## src/rtl/syscall_pkg.sv

```systemverilog
// syscall_queue shared parameters
// and status-word layout helper.
package syscall_pkg;

  localparam int ADDR_W_DEF = 8;
  localparam int DATA_W_DEF = 8;
  localparam int DEPTH_DEF  = 4;

  // Overflow flag lives in the MSB
  // of the status readback word.
  function automatic int ovf_bit(
    input int data_w
  );
    return data_w - 1;
  endfunction

endpackage

```

## src/rtl/syscall_queue_mem.sv

```systemverilog
// syscall_queue entry storage:
// 1W/1R register file, async clear.
module syscall_queue_mem
  import syscall_pkg::*;
#(
  parameter int W     = 16,
  parameter int DEPTH = DEPTH_DEF,
  localparam int PTR_W =
    $clog2(DEPTH)
) (
  input  logic             clk,
  input  logic             rst,
  input  logic             we,
  input  logic [PTR_W-1:0] waddr,
  input  logic [W-1:0]     wdata,
  input  logic [PTR_W-1:0] raddr,
  output logic [W-1:0]     rdata
);

  logic [W-1:0] mem_q [DEPTH];

  // Clear all slots on reset so the
  // head reads as zero when empty.
  always_ff @(posedge clk or posedge rst) begin
    if (rst) begin
      for (int i = 0; i < DEPTH; i++)
        mem_q[i] <= '0;
    end else if (we) begin
      mem_q[waddr] <= wdata;
    end
  end

  assign rdata = mem_q[raddr];

endmodule

```

## src/rtl/syscall_queue.sv

```systemverilog
// Wishbone syscall request queue:
// bus writes enqueue, SYSCTRL pops.
module syscall_queue
  import syscall_pkg::*;
#(
  parameter int ADDR_W = ADDR_W_DEF,
  parameter int DATA_W = DATA_W_DEF,
  parameter int DEPTH  = DEPTH_DEF,
  localparam int CNT_W =
    $clog2(DEPTH + 1)
) (
  input  logic              clk,
  input  logic              rst,
  input  logic [ADDR_W-1:0] WB_ADRi,
  input  logic [DATA_W-1:0] WB_DATi,
  output logic [DATA_W-1:0] WB_DATo,
  input  logic              WB_WEi,
  input  logic              WB_CYCi,
  input  logic              WB_STBi,
  output logic              WB_ACKo,
  input  logic              SYSCALL_pop,
  output logic              SYSCALL_trig,
  output logic [ADDR_W-1:0] SYSCALL_num,
  output logic [DATA_W-1:0] SYSCALL_info,
  output logic [CNT_W-1:0]  SYSCALL_cnt,
  output logic              SYSCALL_ovf
);

  localparam int PTR_W = $clog2(DEPTH);
  localparam int W     = ADDR_W + DATA_W;
  localparam int OVF   = ovf_bit(DATA_W);

  logic [PTR_W-1:0]  wr_ptr_q;
  logic [PTR_W-1:0]  rd_ptr_q;
  logic [CNT_W-1:0]  cnt_q;
  logic              ack_q;
  logic              ovf_q;
  logic [DATA_W-1:0] dat_q;
  logic [DATA_W-1:0] status;
  logic [W-1:0]      head;

  logic accept;
  logic wr_acc;
  logic rd_acc;
  logic full;
  logic empty;
  logic pop_ok;
  logic push_ok;
  logic drop;

  assign accept  = WB_CYCi & WB_STBi
                 & ~ack_q;
  assign wr_acc  = accept & WB_WEi;
  assign rd_acc  = accept & ~WB_WEi;
  assign full    = cnt_q ==
                   CNT_W'(DEPTH);
  assign empty   = cnt_q == '0;
  assign pop_ok  = SYSCALL_pop & ~empty;
  // A pop on a full queue frees the
  // slot the new entry goes into.
  assign push_ok = wr_acc
                 & (~full | SYSCALL_pop);
  assign drop    = wr_acc & full
                 & ~SYSCALL_pop;

  // Status word: ovf in MSB, count
  // in the LSBs, zero in between.
  always_comb begin
    status             = '0;
    status[OVF]        = ovf_q;
    status[CNT_W-1:0]  = cnt_q;
  end

  // One-cycle ack per accepted access,
  // read data latched on reads.
  always_ff @(posedge clk or posedge rst) begin
    if (rst) begin
      ack_q <= 1'b0;
      dat_q <= '0;
    end else begin
      ack_q <= accept;
      if (rd_acc)
        dat_q <= status;
    end
  end

  // Sticky overflow: a drop sets it,
  // a status read clears it.
  always_ff @(posedge clk or posedge rst) begin
    if (rst)
      ovf_q <= 1'b0;
    else if (drop)
      ovf_q <= 1'b1;
    else if (rd_acc)
      ovf_q <= 1'b0;
  end

  // Pointers wrap naturally since
  // DEPTH is a power of two.
  always_ff @(posedge clk or posedge rst) begin
    if (rst) begin
      wr_ptr_q <= '0;
      rd_ptr_q <= '0;
    end else begin
      if (push_ok)
        wr_ptr_q <= wr_ptr_q
                  + PTR_W'(1);
      if (pop_ok)
        rd_ptr_q <= rd_ptr_q
                  + PTR_W'(1);
    end
  end

  // Occupancy tracks push minus pop.
  always_ff @(posedge clk or posedge rst) begin
    if (rst) begin
      cnt_q <= '0;
    end else begin
      unique case (1'b1)
        push_ok & ~pop_ok:
          cnt_q <= cnt_q + CNT_W'(1);
        ~push_ok & pop_ok:
          cnt_q <= cnt_q - CNT_W'(1);
        default:
          cnt_q <= cnt_q;
      endcase
    end
  end

  syscall_queue_mem #(
    .W     (W),
    .DEPTH (DEPTH)
  ) u_mem (
    .clk   (clk),
    .rst   (rst),
    .we    (push_ok),
    .waddr (wr_ptr_q),
    .wdata ({WB_ADRi, WB_DATi}),
    .raddr (rd_ptr_q),
    .rdata (head)
  );

  assign WB_ACKo      = ack_q;
  assign WB_DATo      = dat_q;
  assign SYSCALL_ovf  = ovf_q;
  assign SYSCALL_cnt  = cnt_q;
  assign SYSCALL_trig = ~empty;
  assign SYSCALL_num  = head[W-1:DATA_W];
  assign SYSCALL_info = head[DATA_W-1:0];

endmodule
```

## config.mk

```make
export PLATFORM = sky130hd
export DESIGN_NAME = syscall_queue
export DESIGN_NICKNAME = d
export VERILOG_FILES = /design/src/rtl/syscall_pkg.sv /design/src/rtl/syscall_queue_mem.sv /design/src/rtl/syscall_queue.sv
export SDC_FILE = /design/constraint.sdc
export NUM_CORES = 1
export LEC_CHECK = 0
export ABC_AREA = 1
export CAP_MARGIN = 10
export CORE_MARGIN = 2
export CORE_UTILIZATION = 54
export DETAILED_ROUTE_END_ITERATION = 8
export PLACE_DENSITY = 0.86
export RECOVER_POWER = 25
export SETUP_SLACK_MARGIN = 0.02
export SLEW_MARGIN = 30
export SYNTH_ARGS = -nofsm -noshare
export SYNTH_HDL_FRONTEND = slang
export SYNTH_SLANG_ARGS = --single-unit
```

## constraint.sdc

```tcl
create_clock -name clk -period 5.7 [get_ports clk]
set_clock_uncertainty 0.15 [all_clocks]
set_input_delay 1.14 -clock clk [delete_from_list [all_inputs] [get_ports clk]]
set_output_delay 1.14 -clock clk [all_outputs]
set_load 0.01 [all_outputs]
```

After elaboration in Yosys (flattened, before gate mapping)
Index checks and enable logic that the tools add are counted.
{"block": "totals", "word_cells": 51, "in_bits": 22, "register_bits": 77}
{"block": "op_classes", "add_sub_neg": 4, "order_cmp": 3, "n_eq_ne": 1, "reduce_logical": 4, "bitwise": 20, "n_mux": 9}
{"op": "bitwise mux 64 bit", "n": 1}
{"op": "2-to-1 mux 16 bit", "n": 3}
{"op": "binary-select mux 16 bit (select 2 bit)", "n": 1}
{"op": "demux 16 bit (select 2 bit)", "n": 1}
{"op": "bitwise AND 1 bit", "n": 10}
{"op": "NOT 1 bit", "n": 7}
{"op": "greater-or-equal comparator 3 bit (second input constant)", "n": 2}
{"op": "NOT 2 -> 3 bit", "n": 2}
{"op": "one-hot mux 3 bit (2 select lines)", "n": 1}
{"op": "adder 2 x 1 -> 2 bit (second input constant)", "n": 2}
{"op": "nonzero test 2 bit", "n": 2}
{"op": "adder 3 x 1 -> 3 bit (second input constant)", "n": 1}
{"op": "== test 3 bit (second input constant)", "n": 1}
{"op": "logical NOT 3 bit", "n": 1}
{"op": "less-than comparator 3 x 1 -> 1 bit (second input constant)", "n": 1}
{"op": "subtractor 3 x 1 -> 3 bit (second input constant)", "n": 1}
{"op": "2-to-1 mux 1 bit", "n": 2}
{"op": "logical AND 1 bit", "n": 1}
{"op": "OR 1 bit", "n": 1}

Longest topological paths before layout
{"block": "depth", "depth_word": 7, "depth_mapped": 12}

Hierarchy
From an unflattened synthesis, not the netlist that was laid out.
{"block": "unflattened", "hier_cells": 544, "hier_area_um2": 4151.5}
{"mod": "syscall_queue_mem", "cells_each": 471, "n_inst": 1, "area_per_inst_um2": 3463.3, "seq_area_each_um2": 1601.5}
{"mod": "syscall_queue", "cells_each": 73, "n_inst": 1, "area_per_inst_um2": 688.2, "seq_area_each_um2": 325.3}

Least setup slack after synthesis
No wires, ideal clock.
{"block": "synth_timing", "path_type": "in2reg", "from": "input SYSCALL_pop", "to": "register cnt_q[2] (netlist: SYSCALL_cnt[2])", "path_stages": 11, "slack_ns": 2.941, "n_path_buf": 1, "setup_time_ns": 0.079, "arrival_time_ns": 2.530, "required_time_ns": 5.471, "cell_sequence": "nor2_2 nand2_4 buf_6 nand2_1 ha_1 inv_1 fa_1 nor2_1 nor2_1 nand2_1 xor2_1"}
{"block": "synth_via", "elab_chain_cells": 5, "word_cells_on_any_way": 9, "classes_between": "mux: 1; bitwise: 7; reduce/logical: 1"}
{"element": "start: declaration", "line_no": "syscall_queue.sv:21", "rtl": "input logic SYSCALL_pop,"}
{"element": "OR 1 bit", "line_no": "syscall_queue.sv:62", "rtl": "& (~full | SYSCALL_pop);"}
{"element": "bitwise AND 1 bit", "line_no": "syscall_queue.sv:62"}
{"element": "NOT 1 bit", "line_no": "syscall_queue.sv:122", "rtl": "~push_ok & pop_ok:"}
{"element": "bitwise AND 1 bit", "line_no": "syscall_queue.sv:122"}
{"element": "one-hot mux 3 bit (2 select lines) or nonzero test 2 bit (tied branches)"}
{"element": "end signal: assignment", "line_no": "syscall_queue.sv:121", "rtl": "cnt_q <= cnt_q + CNT_W'(1);"}
{"element": "end signal: assignment", "line_no": "syscall_queue.sv:123", "rtl": "cnt_q <= cnt_q - CNT_W'(1);"}
{"element": "end signal: assignment", "line_no": "syscall_queue.sv:125", "rtl": "cnt_q <= cnt_q;"}
{"element": "end: declaration", "line_no": "syscall_queue.sv:35", "rtl": "logic [CNT_W-1:0] cnt_q;"}
Parallel ways exist; a longest one is shown, timed or not.
A chain may end at the register's enable or synchronous reset.

Final worst setup path
{"block": "layout_timing", "from": "register rd_ptr_q[0]", "to": "output SYSCALL_info[3]"}
{"block": "layout_via", "elab_chain_cells": 4}
{"element": "start: declaration", "line_no": "syscall_queue.sv:34", "rtl": "logic [PTR_W-1:0] rd_ptr_q;"}
{"element": "start signal: assignment", "line_no": "syscall_queue.sv:109", "rtl": "rd_ptr_q <= rd_ptr_q"}
{"element": "NOT 2 -> 3 bit (not written as such)", "line_no": "syscall_queue_mem.sv:33", "rtl": "assign rdata = mem_q[raddr];"}
{"element": "binary-select mux 16 bit (select 2 bit)", "line_no": "syscall_queue_mem.sv:33"}
{"element": "2-to-1 mux 16 bit (not written as such) (2 in a row)", "line_no": "syscall_queue_mem.sv:33"}
{"element": "end: declaration", "line_no": "syscall_queue.sv:24", "rtl": "output logic [DATA_W-1:0] SYSCALL_info,"}
No other way between the ends. The select of a mux whose other input is x is not followed.

==> metrics.md <==
| Metric | Value |
|---|---|
| CP bufs+invs | `2` |
| Main area contributors after synthesis | `dfrtp_1, nand2_1, nand4_1` |
| Fill count | `561` |
| Post-Syn Area | `3840 um2` |
| Most common cell after layout, fill and taps aside | `nand2_1` |
| Critical path type | `reg -> out` |
| Vias/cell | `5.97` |
| Commonest non-fill, non-tap cells in the layout | `nand2_1, dfrtp_1, nand4_1` |
| Largest net degree at the start of global routing | `73` |
| Antenna-violating nets left | `0` |
| Final std cells w/o fill | `578` |
| WHS Path Cells | `2` |
| Post-Synth XOR/XNOR Area | `0.00456` |
| Adder-cell area share of the yosys netlist | `0.0215` |
| DR iter-0 viols | `416` |
| Wire per inst | `16.4 um` |
| CP peak stage delay | `0.74 ns` |
| Area growth, synth to finish | `15.1%` |
| Hpwl dp | `5420 um` |
| Sum of negative setup slack | `0 ns` |
| R2r worst-path depth | `10` |
| Post-synthesis mux area share | `0` |
| Die area | `7800 um2` |
| 1st-pass router iterations | `7` |
| Post-synthesis compound-gate area fraction | `0.0762` |
| Num CTS Buffers | `9` |
| Met2 Routed Length | `4700 um` |
| WL met1 | `3940 um` |
| Layout cells sized above 1 | `0.0581` |
| Peak supply drop | `0.328 mV` |
| Synth Instances | `451` |
| H-tree level count | `3` |
| Initial Utilization | `0.562` |
| Die height | `88.3 um` |
| Status | `complete, no violations` |
| Top Layer Used | `met4` |
| LEAKAGE | `2.16 nW` |
| Post-Place Cells | `562` |
| Mapped Avg Cell Area | `8.51 um2` |
| First-pass GRT wire length | `15600 um` |
| Core area | `6830 um2` |
| Slew Limit Fails | `0` |
| WL final | `9480 um` |
| Critical-path top delay cell | `clkinv_1` |
| Hold_buf cts | `0` |
| Ports | `52` |
| Routability cong. | `0.803` |
| RSZ-0062 raised after global routing | `false` |
| Initial antenna violation count | `0` |
| Worst EP arrival | `2.55 ns` |
| PortBufs | `47` |
| Chip width | `88.3 um` |
| Reg2reg start | `SYSCALL_cnt[0]$_DFFE_PP0P_` |
| Least-Margin Pin Slew | `1.38 ns` |
| RR Endpoint | `SYSCALL_cnt[2]$_DFFE_PP0P_` |
| Clock buffer depth | `2` |
| Total setup buffers inserted after CTS | `0` |
| Critical Path Fanout Max | `34` |
| Hold Path Class | `reg -> reg` |
| CP Capture Type | `output port` |
| Largest delay share family, worst path | `buffers and inverters` |
| Post-CTS Resized | `0` |
| Cell variety after synth | `24` |
| GRT Util Overall | `0.259` |
| Final core utilization | `0.647` |
| CTS Sinks | `77` |
| R2R Setup Slk | `3.10 ns` |
| Vias | `3448` |
| # diodes | `0` |
| Worst Setup SP | `rd_ptr_q[0]$_DFFE_PP0P_` |
| Total of warnings raised by yosys | `0` |
| Area leader, netlist | `dfrtp_1` |
| Synth Area in Simple Gates | `0.322` |
| Final hold vios | `0` |
| Register area share after synthesis | `0.502` |
| # nets final | `505` |
| Slew HR | `0.0778` |
| Hold_sp | `u_mem.mem_q[33]$_DFFE_PP0P_` |
| Fmax | `261 MHz` |
| Final period util | `0.673` |
| Vias in the first global route | `3252` |
| Yosys top cell area share | `0.502` |
| CTS clock-pin slew for the worst setup and hold paths | `0.07 ns` |
| CP startpoint kind | `register` |
| Site row count | `30` |
| Largest family of logic cells by synthesized area | `simple AND/OR/NAND/NOR gates` |
| Final setup fails | `0` |
| Worst path cell trace | `clkinv_1, o21ai_0, o22ai_1, clkdlybuf4s50_1` |
| Number of remaining DRC errors | `0` |
| CTS tree | `built` |
| Power per Cell Area | `552 nW/um2` |
| Worst skew pair latency | `0.35 ns` |
| Synth Register Bits | `77` |
| Crit path time final | `3.84 ns` |
| Critical Path RT | `4.41 ns` |
| Max Cap Viol | `0` |
| Grt ovf | `0` |
| Met3 WL | `714 um` |
| Root buffer cell | `clkbuf_8` |
| Min-Delay Endpoint | `u_mem.mem_q[33]$_DFFE_PP0P_` |
where the power goes:
part,switching [W],total [W],internal [W]
registers,0.000151,0.000927,0.000776
logic,0.000645,0.00111,0.000463
clock network,0.000198,0.000402,0.000204
total,0.000994,0.00244,0.00144
worst max-delay path by stage:
stage / slack [ns] / end / cells after the start
after floorplan: 2.44 / SYSCALL_cnt[0]$_DFFE_PP0P_ / 1
after global placement: 2.10 / SYSCALL_cnt[2]$_DFFE_PP0P_ / 11
after detailed placement: 1.98 / SYSCALL_cnt[2]$_DFFE_PP0P_ / 11
after CTS: 1.96 / SYSCALL_info[0] / 4
after global routing: 1.72 / SYSCALL_info[1] / 4
final: 1.86 / SYSCALL_info[3] / 4
flip-flops by register name, indices dropped and copies added, names as in the netlist:
name,cells
SYSCALL_cnt,3
WB_ACKo,1
WB_DATo,4
u_mem.mem_q,64
rd_ptr_q,2
SYSCALL_ovf,1
wr_ptr_q,2
synthesized netlist by cell type:
library cell  instances
nand2_1             146
dfrtp_1              77
nand4_1              64
nor2_1               38
o21ai_0              37
buf_2                16
o22ai_1              16
inv_1                12
clkbuf_1              9
buf_6                 7
ha_1                  5
nand3_4               5
buf_4                 4
nand3_1               3
buf_1                 2
nor2_2                2
conb_1                1
fa_1                  1
inv_2                 1
nand2_4               1
nor2_8                1
o21a_1                1
xnor2_1               1
xor2_1                1
routing by layer:
| layer | global-route usage | vias to the layer above |
|---|---|---|
| li1 | - | 1577 |
| met2 | 0.403 | 174 |
| met4 | 0.101 | 0 |
| met1 | 0.363 | 1684 |
| met5 | 0 | - |
| met3 | 0.0485 | 13 |
metrics by stage:
| stage | hold slack [ns] | worst slack [ns] | total power, W | area, um2 |
|---|---|---|---|---|
| after global placement | 0.299 | 2.10 | 0.00199 | 4230 |
| final | 0.320 | 1.86 | 0.00244 | 4420 |
| after CTS | 0.320 | 1.96 | 0.00243 | 4430 |
| after floorplan | 0.287 | 2.44 | 0.00157 | 3850 |
| after detailed placement | 0.303 | 1.98 | 0.00203 | 4230 |
| after global routing | 0.333 | 1.72 | 0.00259 | 4420 |
cells by family (layout without fill, tap and decap cells):
logic type      after synthesis  count (layout)
simple gates                260             260
flops                        77              77
compound gates               54              54
buf+inv                      51              79
fa+ha+maj                     6               6
xor+xnor                      2               2
other cells                   1               4
cell type report:
class	instances	area (um2)	area share
well taps	96	120	0.0272
repair buffers	50	493	0.112
multi-input cells	326	1630	0.370
flip-flops and latches	77	1930	0.436
inverters	13	48.8	0.0110
clock inverters	3	17.5	0.00396
clock buffers	13	179	0.0405
worst reg2reg max path, stage by stage, from the launching register on:
cell and delay (ns):
dfrtp_1 0.43, nor2_2 0.18, nand2_4 0.45, nand2_1 0.32, ha_1 0.18, inv_1 0.07, fa_1 0.39, nor2_1 0.12
nor2_1 0.04, nand2_1 0.06, xor2_1 0.14
(Power assumes the default switching activity.)
